==> config.mk <==
export PLATFORM = sky130hd
export DESIGN_NAME = fetch_stage
export DESIGN_NICKNAME = d
export VERILOG_FILES = /design/src/rtl/fetch_stage_pkg.sv /design/src/rtl/fetch_stage_flopenrc.sv /design/src/rtl/fetch_stage.sv
export SDC_FILE = /design/constraint.sdc
export NUM_CORES = 1
export LEC_CHECK = 0
export BUFFER_PORTS_ARGS = -buffer_cell sky130_fd_sc_hd__buf_2
export CAP_MARGIN = 20
export CORE_MARGIN = 1
export CORE_UTILIZATION = 55
export DETAILED_ROUTE_END_ITERATION = 10
export GPL_TIMING_DRIVEN = 0
export PLACE_DENSITY = 0.8
export SETUP_SLACK_MARGIN = 0.02
export SLEW_MARGIN = 20
export SYNTH_ARGS = -nofsm -noshare
export SYNTH_HDL_FRONTEND = slang
export SYNTH_SLANG_ARGS = --single-unit
==> constraint.sdc <==
create_clock -name clk -period 8.06 [get_ports clk]
set_input_delay 1.209 -clock clk [delete_from_list [all_inputs] [get_ports clk]]
set_output_delay 1.209 -clock clk [all_outputs]
set_load 0.005 [all_outputs]
==> src/rtl/fetch_stage_pkg.sv <==
// Shared fetch-stage definitions: FSM encoding, reset PC default and PC increment.
package fetch_stage_pkg;

    typedef enum logic [1:0] {
        S_IDLE = 2'd0,
        S_BUSY = 2'd1,
        S_DROP = 2'd2,
        S_HOLD = 2'd3
    } fetch_state_e;

    localparam logic [31:0] RESET_PC_DEFAULT = 32'h0000_0000;
    localparam logic [31:0] PC_STEP          = 32'd4;

    function automatic logic [31:0] word_align(input logic [31:0] addr);
        return addr & ~32'h0000_0003;
    endfunction

endpackage

==> src/rtl/fetch_stage_flopenrc.sv <==
// Resettable register with enable and synchronous clear; clear beats enable.
module flopenrc #(
    parameter int WIDTH = 8
) (
    input  logic             clk,
    input  logic             reset,
    input  logic             en,
    input  logic             clr,
    input  logic [WIDTH-1:0] d,
    output logic [WIDTH-1:0] q
);

    // Storage: async reset, then clear, then load when enabled.
    always_ff @(posedge clk or posedge reset) begin
        if (reset) begin
            q <= '0;
        end else if (clr) begin
            q <= '0;
        end else if (en) begin
            q <= d;
        end
    end

endmodule

==> src/rtl/fetch_stage.sv <==
// Instruction fetch with a single outstanding memory request, a one-entry skid
// buffer for decode stalls, and discard of fetches overtaken by a redirect.
module fetch_stage
    import fetch_stage_pkg::*;
#(
    parameter logic [31:0] RESET_PC = RESET_PC_DEFAULT
) (
    input  logic        clk,
    input  logic        reset,
    input  logic        StallF,
    input  logic        StallD,
    input  logic        FlushD,
    input  logic        BranchTakenE,
    input  logic [31:0] BranchTargetE,
    input  logic        PCSrcW,
    input  logic [31:0] ResultW,
    output logic        imem_req,
    output logic [31:0] imem_addr,
    input  logic        imem_ack,
    input  logic [31:0] imem_rdata,
    output logic [31:0] InstrD,
    output logic [31:0] PCPlus8D,
    output logic        ValidD,
    output logic        FetchBusyF
);

    fetch_state_e state_q, state_d;
    logic [31:0]  pcf_q, pcf_d;
    logic [31:0]  addr_q, addr_d;
    logic [31:0]  buf_q, buf_d;
    logic [31:0]  bufpc_q, bufpc_d;
    logic         imem_req_q, imem_req_d;
    logic         redirect_s;
    logic [31:0]  target_s;
    logic         deliver_s;
    logic [31:0]  dlv_instr_s, dlv_pc_s;
    logic [64:0]  dec_d_s, dec_q_s;

    // Redirect select: a writeback write to r15 overrides an execute branch.
    always_comb begin
        redirect_s = PCSrcW | BranchTakenE;
        if (PCSrcW) begin
            target_s = word_align(ResultW);
        end else begin
            target_s = word_align(BranchTargetE);
        end
    end

    // Next-state logic for the fetch FSM, PC, outstanding address and skid buffer.
    always_comb begin
        state_d     = state_q;
        pcf_d       = pcf_q;
        addr_d      = addr_q;
        buf_d       = buf_q;
        bufpc_d     = bufpc_q;
        deliver_s   = 1'b0;
        dlv_instr_s = imem_rdata;
        dlv_pc_s    = addr_q;
        case (state_q)
            S_IDLE: begin
                if (redirect_s) begin
                    pcf_d = target_s;
                end else if (!StallF) begin
                    addr_d  = pcf_q;
                    pcf_d   = pcf_q + PC_STEP;
                    state_d = S_BUSY;
                end else begin
                    state_d = S_IDLE;
                end
            end
            S_BUSY: begin
                if (!imem_ack) begin
                    if (redirect_s) begin
                        pcf_d   = target_s;
                        state_d = S_DROP;
                    end else begin
                        state_d = S_BUSY;
                    end
                end else if (redirect_s) begin
                    pcf_d   = target_s;
                    state_d = S_IDLE;
                end else if (!StallD) begin
                    deliver_s = 1'b1;
                    if (!StallF) begin
                        addr_d  = pcf_q;
                        pcf_d   = pcf_q + PC_STEP;
                        state_d = S_BUSY;
                    end else begin
                        state_d = S_IDLE;
                    end
                end else begin
                    buf_d   = imem_rdata;
                    bufpc_d = addr_q;
                    state_d = S_HOLD;
                end
            end
            S_DROP: begin
                // The in-flight response belongs to the abandoned path.
                if (redirect_s) begin
                    pcf_d = target_s;
                end else begin
                    pcf_d = pcf_q;
                end
                if (imem_ack) begin
                    state_d = S_IDLE;
                end else begin
                    state_d = S_DROP;
                end
            end
            S_HOLD: begin
                if (redirect_s) begin
                    pcf_d   = target_s;
                    state_d = S_IDLE;
                end else if (!StallD) begin
                    deliver_s   = 1'b1;
                    dlv_instr_s = buf_q;
                    dlv_pc_s    = bufpc_q;
                    state_d     = S_IDLE;
                end else begin
                    state_d = S_HOLD;
                end
            end
            default: begin
                state_d = S_IDLE;
            end
        endcase
        imem_req_d = (state_d == S_BUSY) || (state_d == S_DROP);
    end

    // FSM and fetch-side state registers.
    always_ff @(posedge clk or posedge reset) begin
        if (reset) begin
            state_q    <= S_IDLE;
            pcf_q      <= RESET_PC;
            addr_q     <= RESET_PC;
            buf_q      <= 32'd0;
            bufpc_q    <= 32'd0;
            imem_req_q <= 1'b0;
        end else begin
            state_q    <= state_d;
            pcf_q      <= pcf_d;
            addr_q     <= addr_d;
            buf_q      <= buf_d;
            bufpc_q    <= bufpc_d;
            imem_req_q <= imem_req_d;
        end
    end

    // Decode register contents: a delivered instruction or a bubble.
    always_comb begin
        if (deliver_s) begin
            dec_d_s = {1'b1, dlv_instr_s, dlv_pc_s + 32'd8};
        end else begin
            dec_d_s = 65'd0;
        end
    end

    flopenrc #(.WIDTH(65)) u_decode_reg (
        .clk   (clk),
        .reset (reset),
        .en    (~StallD),
        .clr   (redirect_s | FlushD),
        .d     (dec_d_s),
        .q     (dec_q_s)
    );

    assign {ValidD, InstrD, PCPlus8D} = dec_q_s;
    assign imem_req   = imem_req_q;
    assign FetchBusyF = imem_req_q;
    assign imem_addr  = addr_q;

endmodule

==> flow_summary.toml <==
[place]
globalplace.congestion = 0.9421
hpwlAfterDp_mm = 21.01
io_buffers = 194
dp_slack_ns = 3.376

[timing]
worstMarginPinSlew_ns = 0.9062
rsz0062_at_grt = "false"
hold_violations = 0
slew_headroom = 0.3912
fmax_mhz = 232.9
finalWorstSetupSlack_ns = 3.766
setup_violations = 0
post-route-period-util = 0.5327
fin_skew_ns = 0.01142
min_period_ns = 4.294
drv_slew = 0

[finish]
final-seq-area_um2 = 4905
n_antenna_cell = 0
drive_gt1_frac = 0.2046
nets = 1427
fillerInstances = 1477
multi_input_area_um2 = 4800
syn_to_final_growth_pct = 19.51

[clock_tree]
cts_root_buffer = "clkbuf_16"
cts_resized = 0
clk_path_buf_depth = 2
cts_setup_buffers = 0
htree_levels = 4
numCtsBuffers = 17
clkTransAtPathRegs_ns = 0.07
cts_tree = "yes"
clkSinkCount = 196
ctsHoldBuffers = 0
clk_latency_ns = 0.45

[yosys]
netlist_area_um2 = 10070
post-synth-top-count-cell = "nand2_1"
synth_top_area_frac = 0.4870
synth_top_area_cell = "dfrtp_1"
synth_ff_type = "dfrtp_1"
synthTopCellsByArea = "dfrtp_1 (49%), nand2_1 (12%), mux2i_1 (5.6%)"
synth_cell_type_count = 70
ys_ff_latch = 196
async_flop_share = 1.000
syn_avg_cell_area_um2 = 9.106
yosys_warnings = 0
seq_area_frac_synth = 0.4870
synth_fp_nets = 1212
yosys-top-cells-count = "nand2_1 (312), dfrtp_1 (196), o21ai_1 (66)"
syn_inst = 1106
synth_edf_count = 0

[worst_setup_path]
cp_data_required_time_ns = 8.38
r2r_start = "state_q[0]"
end_kind = "register"
arrival_ns = 4.61
critPathKind = "primary input to register"
crit_fanout = 10
startpoint = "BranchTakenE"
cp-start-kind = "primary input"

[power_and_ir_drop]
power.share.sequential = 0.484
total_power_mw = 2.580
switching_share = 0.3183
p_int_mw = 1.759
irDropWorstVdd_mv = 0.1713
p_sw_mw = 0.8213
p_per_area_nw_per_um2 = 214.4
power_frac_clock = 0.354
p_comb_frac = 0.162
p_leak_nw = 5.932

[floorplan]
fp-row-count = 49
die_w_um = 137.3
initial_utilization = 0.5606
core_area_um2 = 17960
die_area_um2 = 18860
die_h_um = 137.3
boundaryPins = 203

[global_route]
grt_max_degree = 90
grt_pass1_wl_mm = 44.88
grt_pass1_vias = 8267
grt.total_usage = 0.3143
grt-ovfl-total = 0
antenna_found_initial = 0

[detailed_routing]
drt-pass1-iter-count = 8
vias_per_cell = 5.890
vias = 9206
drt-wirelength-per-cell_um = 18.55
drt-total-wl_mm = 28.99
drc_errors = 0
final_antenna_net_count = 0
drt_iter0_markers = 801

[min_path]
min_from = "u_decode_reg.q[64]"
hp-class = "register to register"

[flow_run]
drv_cap = 0

[run_status]
status = "completed"
==> logic make-up after synthesis <==
group | count (synthesis) | synth area share
AO/OA/AOI/OAI | 215 | 0.1365
AND/OR/NAND/NOR | 492 | 0.2224
adder cells (fa/ha/maj) | 2 | 0.002484
XOR/XNOR | 28 | 0.02435
buffers and inverters | 87 | 0.03690
flip-flops | 196 | 0.4870
multiplexers | 86 | 0.09032
==> placed cells by master, fill, tap and decap left out, drive strengths merged, types with 5 or more instances in the layout <==
master / count
o31ai: 7
nand2: 313
nor2: 42
clkbuf: 70
a31oi: 11
mux2: 29
nor3: 21
and4: 7
nand4: 22
a311oi: 5
nand2b: 8
and3: 25
o32a: 5
a21oi: 28
mux2i: 57
o22ai: 15
or3: 6
a211oi: 6
o21ai: 95
dfrtp: 196
nand3: 18
xor2: 10
nor4: 8
buf: 215
clkinv: 5
xnor2: 18
inv: 21
==> layout make-up <==
type,instances,share of cell area
Clock inverter,15,0.01778
Inverter,15,0.005302
Buffer,72,0.02620
Timing Repair Buffer,196,0.08525
Tap cell,229,0.02381
Multi-Input combinational cell,823,0.3988
Sequential cell,196,0.4075
Clock buffer,17,0.03535
==> per-layer routing <==
layer  GRT usage  vias up  wire length [um]  part of all wire
met5           0        -                 0                 0
met1      0.4465     4434             12780              0.44
met3     0.05592       43              2127             0.073
met2      0.4913      413             13580              0.47
li1            -     4316                 -                 -
met4     0.09341        0               506             0.017
==> sequential cells by signal (all words and copies together), names as in the netlist <==
signal	count
FetchBusyF	1
buf_q	32
bufpc_q	32
imem_addr	32
pcf_q	32
state_q	2
u_decode_reg.q	65
==> metrics by stage <==
step           hold WS (ns)  TNS, ns  area, um2  instances  utilization
2_1_floorplan        0.4452        0      10070       1106            -
3_3_place_gp         0.4557  -121.99      11330       1529       0.6306
3_5_place_dp         0.4595        0      11400       1531       0.6344
4_1_cts              0.4776        0      12040       1563       0.6700
5_1_grt              0.4972        0      12040       1563       0.6700
6_report             0.4692        0      12040       1563       0.6700
==> power groups by stage <==
stage / clock, mW / sequential, mW / combinational (mW)
after detailed placement: 0 / 1.26 / 0.414
after global placement: 0 / 1.25 / 0.396
after floorplan: 0 / 1.21 / 0.261
after global routing: 0.954 / 1.26 / 0.464
final: 0.913 / 1.25 / 0.418
after CTS: 0.918 / 1.24 / 0.416
==> final timing paths <==
kind / end / slack (ns) / depth (start not counted)
max: u_decode_reg.q[13] / 3.77 / 16
min: u_decode_reg.q[64] / 0.47 / 2
max reg2reg: u_decode_reg.q[13] / 4.16 / 16
min reg2reg: u_decode_reg.q[64] / 0.47 / 2
max in group asynchronous: imem_addr[12] / 6.27 / 4
min in group asynchronous: u_decode_reg.q[26] / 0.74 / 2
==> critical path: stages <==
cell and delay (ns):
buf_2 0.24, nor4b_4 0.13, nand2_2 0.17, buf_2 0.34, buf_4 0.27, buf_2 0.32, buf_2 0.31, nand2_1 0.08
nand2_1 0.10, ha_1 0.14, buf_2 0.23, buf_1 0.46, nand4_1 0.19, xnor2_1 0.17, a22oi_1 0.15, o31ai_1 0.09
Power figures use the tool's default switching activity.
